--- config.mk ---
export PLATFORM = sky130hd
export DESIGN_NAME = rr_onehot_arb
export DESIGN_NICKNAME = d
export VERILOG_FILES = /design/src/rtl/arb_pkg.sv /design/src/rtl/rr_prio_pick.sv /design/src/rtl/rr_onehot_arb.sv
export SDC_FILE = /design/constraint.sdc
export NUM_CORES = 1
export LEC_CHECK = 0
export ABC_AREA = 1
export CAP_MARGIN = 30
export CORE_ASPECT_RATIO = 1.25
export CORE_MARGIN = 5
export CORE_UTILIZATION = 58
export CTS_CLUSTER_DIAMETER = 60
export DETAILED_ROUTE_END_ITERATION = 6
export PLACE_DENSITY = 0.85
export SETUP_SLACK_MARGIN = 0.02
export SLEW_MARGIN = 30
export SYNTH_ARGS = -nofsm -noshare
export SYNTH_HDL_FRONTEND = slang
export SYNTH_SLANG_ARGS = --single-unit
--- constraint.sdc ---
create_clock -name clk -period 7.35 [get_ports clk]
set_input_delay 1.47 -clock clk [delete_from_list [all_inputs] [get_ports clk]]
set_output_delay 1.47 -clock clk [all_outputs]
set_load 0.02 [all_outputs]
--- src/rtl/arb_pkg.sv ---
// Shared types and helpers for the round-robin one-hot arbiter.
// Used by rr_onehot_arb and rr_prio_pick.
package arb_pkg;

    typedef enum logic {
        ARB_IDLE = 1'b0,
        ARB_BUSY = 1'b1
    } arb_state_e;

    typedef logic [7:0] arb_hold_cnt_t;

    localparam int ARB_MAX_HOLD_LIMIT = 255;

    // A hold limit of zero never expires; otherwise expiry is on the last allowed cycle.
    function automatic logic hold_expired(input arb_hold_cnt_t cnt, input int unsigned max_hold);
        return (max_hold != 0) && (cnt == arb_hold_cnt_t'(max_hold - 1));
    endfunction

endpackage

--- src/rtl/rr_prio_pick.sv ---
// Combinational round-robin pick: first set request bit at or above ptr, wrapping.
// Rotates the request vector down by ptr, finds the lowest set bit, then maps back.
module rr_prio_pick
    import arb_pkg::*;
#(
    parameter int WIDTH = 8,
    localparam int IDX_W = $clog2(WIDTH)
) (
    input  logic [WIDTH-1:0] req,
    input  logic [IDX_W-1:0] ptr,
    output logic [WIDTH-1:0] pick,
    output logic [IDX_W-1:0] pick_idx,
    output logic             any
);

    logic [WIDTH-1:0] rot;
    logic [IDX_W-1:0] off;
    logic [IDX_W:0]   sum;

    // Bit i of rot is req[(ptr + i) mod WIDTH]; ptr < WIDTH keeps the shift in range.
    assign rot = WIDTH'({req, req} >> ptr);
    assign any = |req;

    always_comb begin
        off = '0;
        for (int i = WIDTH - 1; i >= 0; i--) begin
            if (rot[i]) begin
                off = IDX_W'(i);
            end
        end
    end

    assign sum      = {1'b0, ptr} + {1'b0, off};
    assign pick_idx = (sum >= (IDX_W + 1)'(WIDTH)) ? IDX_W'(sum - (IDX_W + 1)'(WIDTH))
                                                   : sum[IDX_W-1:0];

    generate
        for (genvar gi = 0; gi < WIDTH; gi++) begin : g_pick
            assign pick[gi] = any && (pick_idx == IDX_W'(gi));
        end
    endgenerate

endmodule

--- src/rtl/rr_onehot_arb.sv ---
// Round-robin arbiter with registered one-hot grant, ack-based release and optional hold timeout.
// Define RR_ONEHOT_ARB_CHECK_EN to compile the built-in grant consistency assertions.
module rr_onehot_arb
    import arb_pkg::*;
#(
    parameter int WIDTH    = 8,
    parameter int MAX_HOLD = 0,
    localparam int IDX_W   = $clog2(WIDTH)
) (
    input  logic             clk,
    input  logic             rst,
    input  logic [WIDTH-1:0] req,
    input  logic             ack,
    output logic [WIDTH-1:0] gnt,
    output logic             gnt_valid,
    output logic [IDX_W-1:0] gnt_idx,
    output logic             preempt
);

    arb_state_e    state_reg, state_next;
    logic [IDX_W-1:0] ptr_reg, ptr_next, ptr_after;
    arb_hold_cnt_t hold_cnt_reg, hold_cnt_next;
    logic [WIDTH-1:0] gnt_reg, gnt_next;
    logic [IDX_W-1:0] gnt_idx_reg, gnt_idx_next;
    logic          gnt_valid_reg, gnt_valid_next;
    logic          preempt_reg, preempt_next;

    logic [WIDTH-1:0] pick_req, pick;
    logic [IDX_W-1:0] pick_ptr, pick_idx;
    logic          pick_any;
    logic          timeout, rel, regrant;

    assign ptr_after = (gnt_idx_reg == IDX_W'(WIDTH - 1)) ? '0 : gnt_idx_reg + 1'b1;
    assign timeout   = hold_expired(hold_cnt_reg, MAX_HOLD);
    assign rel       = (state_reg == ARB_BUSY) && (ack || timeout);
    assign regrant   = req[gnt_idx_reg];

    // While busy the picker looks at the other requesters from the post-release pointer.
    always_comb begin
        pick_req = req;
        pick_ptr = ptr_reg;
        if (state_reg == ARB_BUSY) begin
            pick_req = req & ~gnt_reg;
            pick_ptr = ptr_after;
        end
    end

    rr_prio_pick #(
        .WIDTH (WIDTH)
    ) u_pick (
        .req      (pick_req),
        .ptr      (pick_ptr),
        .pick     (pick),
        .pick_idx (pick_idx),
        .any      (pick_any)
    );

    always_ff @(posedge clk or posedge rst) begin
        if (rst) begin
            state_reg <= ARB_IDLE;
        end else begin
            state_reg <= state_next;
        end
    end

    always_comb begin
        state_next = state_reg;
        case (state_reg)
            ARB_IDLE: begin
                if (pick_any) begin
                    state_next = ARB_BUSY;
                end
            end
            ARB_BUSY: begin
                if (rel && !pick_any && !regrant) begin
                    state_next = ARB_IDLE;
                end
            end
            default: state_next = ARB_IDLE;
        endcase
    end

    always_comb begin
        gnt_next      = gnt_reg;
        gnt_idx_next  = gnt_idx_reg;
        ptr_next      = ptr_reg;
        preempt_next  = 1'b0;
        hold_cnt_next = hold_cnt_reg;
        if ((state_reg == ARB_BUSY) && (hold_cnt_reg != arb_hold_cnt_t'(ARB_MAX_HOLD_LIMIT))) begin
            hold_cnt_next = hold_cnt_reg + 1'b1;
        end
        case (state_reg)
            ARB_IDLE: begin
                if (pick_any) begin
                    gnt_next      = pick;
                    gnt_idx_next  = pick_idx;
                    hold_cnt_next = '0;
                end
            end
            ARB_BUSY: begin
                if (rel) begin
                    ptr_next     = ptr_after;
                    preempt_next = !ack;
                    if (pick_any) begin
                        gnt_next      = pick;
                        gnt_idx_next  = pick_idx;
                        hold_cnt_next = '0;
                    end else if (regrant) begin
                        hold_cnt_next = '0;
                    end else begin
                        gnt_next     = '0;
                        gnt_idx_next = '0;
                    end
                end
            end
            default: begin
                gnt_next     = '0;
                gnt_idx_next = '0;
            end
        endcase
        gnt_valid_next = |gnt_next;
    end

    always_ff @(posedge clk or posedge rst) begin
        if (rst) begin
            ptr_reg       <= '0;
            hold_cnt_reg  <= '0;
            gnt_reg       <= '0;
            gnt_idx_reg   <= '0;
            gnt_valid_reg <= 1'b0;
            preempt_reg   <= 1'b0;
        end else begin
            ptr_reg       <= ptr_next;
            hold_cnt_reg  <= hold_cnt_next;
            gnt_reg       <= gnt_next;
            gnt_idx_reg   <= gnt_idx_next;
            gnt_valid_reg <= gnt_valid_next;
            preempt_reg   <= preempt_next;
        end
    end

    assign gnt       = gnt_reg;
    assign gnt_idx   = gnt_idx_reg;
    assign gnt_valid = gnt_valid_reg;
    assign preempt   = preempt_reg;

`ifdef RR_ONEHOT_ARB_CHECK_EN
    a_gnt_onehot: assert property (@(posedge clk) disable iff (rst) $onehot0(gnt))
        else $error("gnt_onehot check failed: gnt=%b", gnt);
    a_gnt_valid: assert property (@(posedge clk) disable iff (rst) gnt_valid == (|gnt))
        else $error("gnt_valid check failed: gnt=%b gnt_valid=%b", gnt, gnt_valid);
    a_gnt_idx: assert property (@(posedge clk) disable iff (rst)
        (gnt_valid ? (gnt == (WIDTH'(1) << gnt_idx)) : (gnt_idx == '0)))
        else $error("gnt_idx check failed: gnt=%b gnt_idx=%0d", gnt, gnt_idx);
    a_gnt_subset: assert property (@(posedge clk) disable iff (rst)
        ((gnt & ~$past(gnt) & ~$past(req)) == '0))
        else $error("gnt_subset check failed: gnt=%b", gnt);
`endif

endmodule

==> flow_summary.toml, run 1 <==
[cells_and_area]
layout-drive-gt1-share_pct = 8.12
finalNonFillerCells = 305
largest_register_ffs = 8
num-fill-cells = 251
synthToLayoutAreaGrowth_pct = 17.1
finalNetCount = 287
insertedDiodeCount = 0

[grt]
globalRouteTotalUtil_pct = 24.0
grt_first_pass_wirelength_mm = 7.11
grt_pass1_vias = 1619
number_of_antenna_violations_at_the_first_check_in_global_routing = 0
grt_overflow = 0
grt_max_degree = 18

[outcome]
outcome = "complete, no violations"

[logic_synthesis]
post_synth_main_area_contributors = "sky130_fd_sc_hd__dfrtp_1, sky130_fd_sc_hd__nand2_1, sky130_fd_sc_hd__nand3_1, sky130_fd_sc_hd__inv_1, sky130_fd_sc_hd__nor2_1"
synth-edff-count = 0
netlist_top_cells_count = "sky130_fd_sc_hd__nand2_1, sky130_fd_sc_hd__nand3_1, sky130_fd_sc_hd__dfrtp_1, sky130_fd_sc_hd__inv_1, sky130_fd_sc_hd__nor2_1"
synth_nets = 262
synth_cell_types = 26
ys_warn_count = 0
synthFlopType = "sky130_fd_sc_hd__dfrtp_1"
synth.most_common_cell = "sky130_fd_sc_hd__nand2_1"
netlist_instances = 247
postSynth.asyncResetShare_pct = 100
synth.top_cell.area_share_pct = 27.6
yosysSeqAreaShare_pct = 27.6
post_synth_instance_area_sq_um = 1540
netlist.top_cell.by_area = "sky130_fd_sc_hd__dfrtp_1"
synth_area_per_cell_sq_um = 6.25
synth_register_bits = 17

[die]
row_count = 21
die_width_microns = 56.1
io_pins = 24
die_area_sq_um = 3800
die_h_microns = 67.7
design.core.area_sq_um = 2630
initial_core_util_pct = 58.8

[worst_setup_path]
crit_path_start = "req[7]"
worst_setup_path_start_kind = "input pin"
r2r_slack_ns = 3.31
timing.rr.end = "gnt_valid"
critPathArrivalTime_ns = 4.72
crit_end_element = "register"
critPathKind = "in -> reg"
worst-r2r-cell-count = 25
cp_data_required_time_ns = 7.53
crit_fanout = 5
timing.rr.start = "state_reg"

[min_path]
min_from = "gnt[2]"
hold_path_end = "gnt[2]"
timing.hold.worst_path_depth = 2
hold_path_class = "reg -> reg"

[timing]
max_clock_freq_ghz = 0.220
worstMarginPinSlew_ns = 0.745
totalNegativeSetupSlack_ns = 0
final_hold_violations = 0
maxSlewViolCount = 0
finalSetupViolCount = 0
final_period_minus_worst_setup_slack_ns = 4.54
fin_crit_sh_pct = 61.8
worst_clock_skew_ns = 0.00241
max_slew_margin_pct = 50.3
setup_repair_after_global_routing_missed_its_margin = "no"

[clock_network]
clk-insertion-delay-late_ns = 0.29
cts.sinks = 17
ctsResizeCount = 0
cts_max_level = 1
post-cts-setup-buffers = 0
cts_hold_buffers = 0
clock_edge_transition_at_the_registers_on_the_reported_setup_and_hold_paths_ns = 0.09
cts-buffers-inserted = 3
clockBufferDepth = 2
cts_tree = "done"
cts_root_buffer = "sky130_fd_sc_hd__clkbuf_4"

[placement]
port-buffer-count = 23
hpwlAfterDp_mm = 3.37
place_inst = 301
routabilityCongestion = 0.973

[detailed_routing]
viasPerCell = 5.67
detailedRoute.firstIterationViolations = 80
detail_route.wl_per_cell_microns = 13.7
drtPass1Iterations = 4
finalWirelength_mm = 4.18
drt.antenna.violating_nets = 0
num_vias = 1729
drt_drc_violations_left = 0

[run]
max_cap_violations = 0
==> kinds of logic (layout without fill, tap and decap cells) <==
group	after synthesis	count (layout)	synth area share, %
and+or+nand+nor	179	179	51.1
AOI/OAI and AO/OA	23	23	9.97
buffers and inverters	22	46	6.89
DFF	17	17	27.6
adders and majority gates	4	4	3.73
other	1	1	0.243
xor gates and xnor gates	1	1	0.567
==> metrics by stage <==
stage | hold slack, ns | setup slack (ns) | util [%] | cell area (sq um)
6_report | 0.553 | 2.81 | 68.8 | 1810
5_1_grt | 0.588 | 2.40 | 68.8 | 1810
3_5_place_dp | 0.523 | 2.51 | 67.8 | 1780
4_1_cts | 0.545 | 2.83 | 68.8 | 1810
3_3_place_gp | 0.525 | 2.58 | 67.8 | 1780
2_1_floorplan | 0.511 | 3.40 | - | 1540
==> worst max-delay path by stage <==
stage / slack, ns / end
floorplan: 3.40 / gnt_valid
global placement: 2.58 / gnt_valid
detailed placement: 2.51 / gnt_valid
CTS: 2.83 / gnt_valid
global route: 2.40 / gnt_valid
finish: 2.81 / gnt_valid
==> per-layer routing <==
metal	vias up	track usage, %	share of wire (%)
met4	0	13.6	4.7
met1	786	25.5	38
met5	-	0	0
li1	859	-	-
met2	63	45.8	52
met3	21	2.87	4.6
==> critical path: stages <==
cell	delay, ns
sky130_fd_sc_hd__clkdlybuf4s50_1	0.49
sky130_fd_sc_hd__nand2_1	0.11
sky130_fd_sc_hd__nand3_1	0.13
sky130_fd_sc_hd__nand3_1	0.14
sky130_fd_sc_hd__nand2_1	0.10
sky130_fd_sc_hd__nand2_1	0.06
sky130_fd_sc_hd__nand2_1	0.12
sky130_fd_sc_hd__a31oi_1	0.05
sky130_fd_sc_hd__o21ai_0	0.14
sky130_fd_sc_hd__nand2_1	0.06
sky130_fd_sc_hd__a21boi_0	0.16
sky130_fd_sc_hd__ha_1	0.17
sky130_fd_sc_hd__inv_1	0.05
sky130_fd_sc_hd__fa_1	0.37
sky130_fd_sc_hd__xnor2_1	0.31
sky130_fd_sc_hd__inv_1	0.09
sky130_fd_sc_hd__nand3_2	0.13
sky130_fd_sc_hd__nand2_2	0.10
sky130_fd_sc_hd__nand2_1	0.07
sky130_fd_sc_hd__nand2_1	0.06
sky130_fd_sc_hd__nor2_1	0.10
sky130_fd_sc_hd__nand2_1	0.06
sky130_fd_sc_hd__nor2_1	0.10
sky130_fd_sc_hd__nand3_1	0.07
==> final cells by class <==
cell class / instances / area (sq um) / area share (%)
well taps: 34 / 42.5 / 2.35
inverters: 19 / 71.3 / 3.94
multi-input cells: 208 / 1010 / 56.0
repair buffers: 23 / 230 / 12.7
clock buffers: 4 / 26.3 / 1.45
flip-flops and latches: 17 / 425 / 23.5
==> layout by cell type, fill, tap and decap left out, drive strengths merged <==
master         synthesis  routed
inv                   18      18
clkinv                 1       1
dfrtp                 17      17
xnor2                  1       1
conb                   1       1
o22ai                  5       5
nor2                  17      17
o21bai                 1       1
a21boi                 1       1
clkdlybuf4s50          0      23
a31oi                  4       4
nor3                   5       5
clkbuf                 1       4
nand2                115     115
o21ai                 12      12
fa                     1       1
ha                     3       3
nand3                 42      42
Power of run 1 is left out: the tool's default activity adds up to more than one toggle a clock period on the data nets, which glitch-free logic cannot reach.
==> run 2: changes to the inputs <==
- CORE_UTILIZATION: 58 -> 54
- PLACE_DENSITY: 0.85 -> 0.8
- clock period: 7.35 -> 4.4 ns (I/O delays scaled with it)
==> flow_summary.toml, run 2 (same netlist as run 1, synthesis figures left out) <==
[outcome]
outcome = "complete, no violations"

[min_path]
hold_path_class = "reg -> reg"

[timing]
final_hold_violations = 0
final_period_minus_worst_setup_slack_ns = 4.03
finalHoldWorstSlack_ns = 0.559
finalSetupViolCount = 0
totalNegativeSetupSlack_ns = 0
worstMarginPinSlew_ns = 0.627
worst_clock_skew_ns = 0.00374
fin_crit_sh_pct = 91.7
maxSlewViolCount = 0
setup_repair_after_global_routing_missed_its_margin = "no"
max_slew_margin_pct = 58.1
max_clock_freq_ghz = 0.248

[clock_network]
post-cts-setup-buffers = 0
cts_hold_buffers = 0
cts_root_buffer = "sky130_fd_sc_hd__clkbuf_4"
clk-insertion-delay-late_ns = 0.29
clockBufferDepth = 2
cts-buffers-inserted = 3
cts_tree = "done"
ctsResizeCount = 0
clock_edge_transition_at_the_registers_on_the_reported_setup_and_hold_paths_ns = 0.09
cts.sinks = 17
cts_max_level = 1

[cells_and_area]
mostFrequentLayoutCell = "sky130_fd_sc_hd__nand2_1"
num-fill-cells = 241
largest_register_ffs = 8
multi_input_area_sq_um = 1010
reg_area_sq_um = 425
layout-drive-gt1-share_pct = 8.79
insertedDiodeCount = 0
finalNetCount = 289
synthToLayoutAreaGrowth_pct = 18.1
layout_common_cells = "sky130_fd_sc_hd__nand2_1, sky130_fd_sc_hd__nand3_1, sky130_fd_sc_hd__clkdlybuf4s50_1, sky130_fd_sc_hd__dfrtp_1, sky130_fd_sc_hd__inv_1"

[detailed_routing]
wl_met1_mm = 1.69
routed-wl-met2_mm = 2.12
routed-wl-met3_microns = 256
route.top_layer_used = "met4"
finalWirelength_mm = 4.29
detail_route.wl_per_cell_microns = 14.0
detailedRoute.firstIterationViolations = 88
drt.antenna.violating_nets = 0
drt_drc_violations_left = 0
num_vias = 1704
viasPerCell = 5.55
drtPass1Iterations = 5

[worst_setup_path]
crit_end_element = "register"
timing.rr.end = "gnt_valid"
worst_setup_path_start_kind = "input pin"
cp_data_required_time_ns = 4.58
crit_path_start = "req[4]"
timing.rr.start = "gnt_idx[1]"
crit_fanout = 5
critPathKind = "in -> reg"
timing.critical_path.to = "gnt_valid"
r2r_slack_ns = 0.40
critPathArrivalTime_ns = 4.21
worst-r2r-cell-count = 26

[die]
design.core.area_sq_um = 2710
row_count = 21
die_width_microns = 57.8
die_h_microns = 69.8
die_area_sq_um = 4040
initial_core_util_pct = 57.1
io_pins = 24

[placement]
hpwlAfterDp_mm = 3.50
routabilityCongestion = 1.02
port-buffer-count = 23

[grt]
globalRouteTotalUtil_pct = 22.7
grt_first_pass_wirelength_mm = 7.39
grt_overflow = 0
number_of_antenna_violations_at_the_first_check_in_global_routing = 0
grt_pass1_vias = 1716
grt_max_degree = 18

[run]
max_cap_violations = 0
run 2: changes by cell type in the layout (fill, tap and decap cells not counted), sizes merged:
cell and change:
buf +2
run 2: routing by layer:
metal,vias up,GRT usage (%)
met3,24,3.17
met2,73,39.3
li1,862,-
met1,745,26.1
met4,0,12.4
met5,-,0
run 2: final cells by class:
| class | count | share of cell area (%) |
|---|---|---|
| timing repair buffer | 25 | 13.5 |
| inverter | 19 | 3.91 |
| sequential | 17 | 23.3 |
| tap | 34 | 2.33 |
| clock buffer | 4 | 1.44 |
| multi-input combinational | 208 | 55.5 |
run 2: critical path, cell delays in order:
cell                              delay (ns)
sky130_fd_sc_hd__clkdlybuf4s50_1        0.50
sky130_fd_sc_hd__nand2_1                0.13
sky130_fd_sc_hd__nand2_1                0.12
sky130_fd_sc_hd__nand3_1                0.12
sky130_fd_sc_hd__nand2_1                0.08
sky130_fd_sc_hd__nand2_1                0.07
sky130_fd_sc_hd__nand2_1                0.11
sky130_fd_sc_hd__a31oi_1                0.09
sky130_fd_sc_hd__o21ai_0                0.15
sky130_fd_sc_hd__nand2_1                0.07
sky130_fd_sc_hd__a21boi_0               0.17
sky130_fd_sc_hd__ha_1                   0.18
sky130_fd_sc_hd__inv_1                  0.05
sky130_fd_sc_hd__fa_1                   0.38
sky130_fd_sc_hd__xnor2_1                0.31
sky130_fd_sc_hd__inv_1                  0.09
sky130_fd_sc_hd__nand3_2                0.12
sky130_fd_sc_hd__nand2_2                0.09
sky130_fd_sc_hd__nand2_1                0.08
sky130_fd_sc_hd__nand2_1                0.06
sky130_fd_sc_hd__nor2_1                 0.11
sky130_fd_sc_hd__nand2_1                0.07
sky130_fd_sc_hd__nor2_1                 0.09
sky130_fd_sc_hd__nand3_1                0.07
run 2: how the worst min path moves through the flow:
stage | startpoint | end | slack (ns) | cells after the start
after global routing | gnt[4] | gnt[4] | 0.61 | 2
after detailed placement | ptr_reg[2] | ptr_reg[2] | 0.54 | 2
final | ptr_reg[2] | ptr_reg[2] | 0.56 | 2
after floorplan | ptr_reg[2] | ptr_reg[2] | 0.51 | 2
after global placement | ptr_reg[2] | ptr_reg[2] | 0.53 | 2
after CTS | ptr_reg[2] | ptr_reg[2] | 0.56 | 2
run 2: per-stage QoR:
stage	utilization, %	instance area (sq um)	instances	setup slack (ns)
2_1_floorplan	-	1540	247	0.807
3_3_place_gp	66.4	1800	303	0.182
3_5_place_dp	66.4	1800	303	0.0750
4_1_cts	67.4	1820	307	0.385
5_1_grt	67.4	1820	307	0.0818
6_report	67.4	1820	307	0.367
Power of run 2 is left out for the same reason.
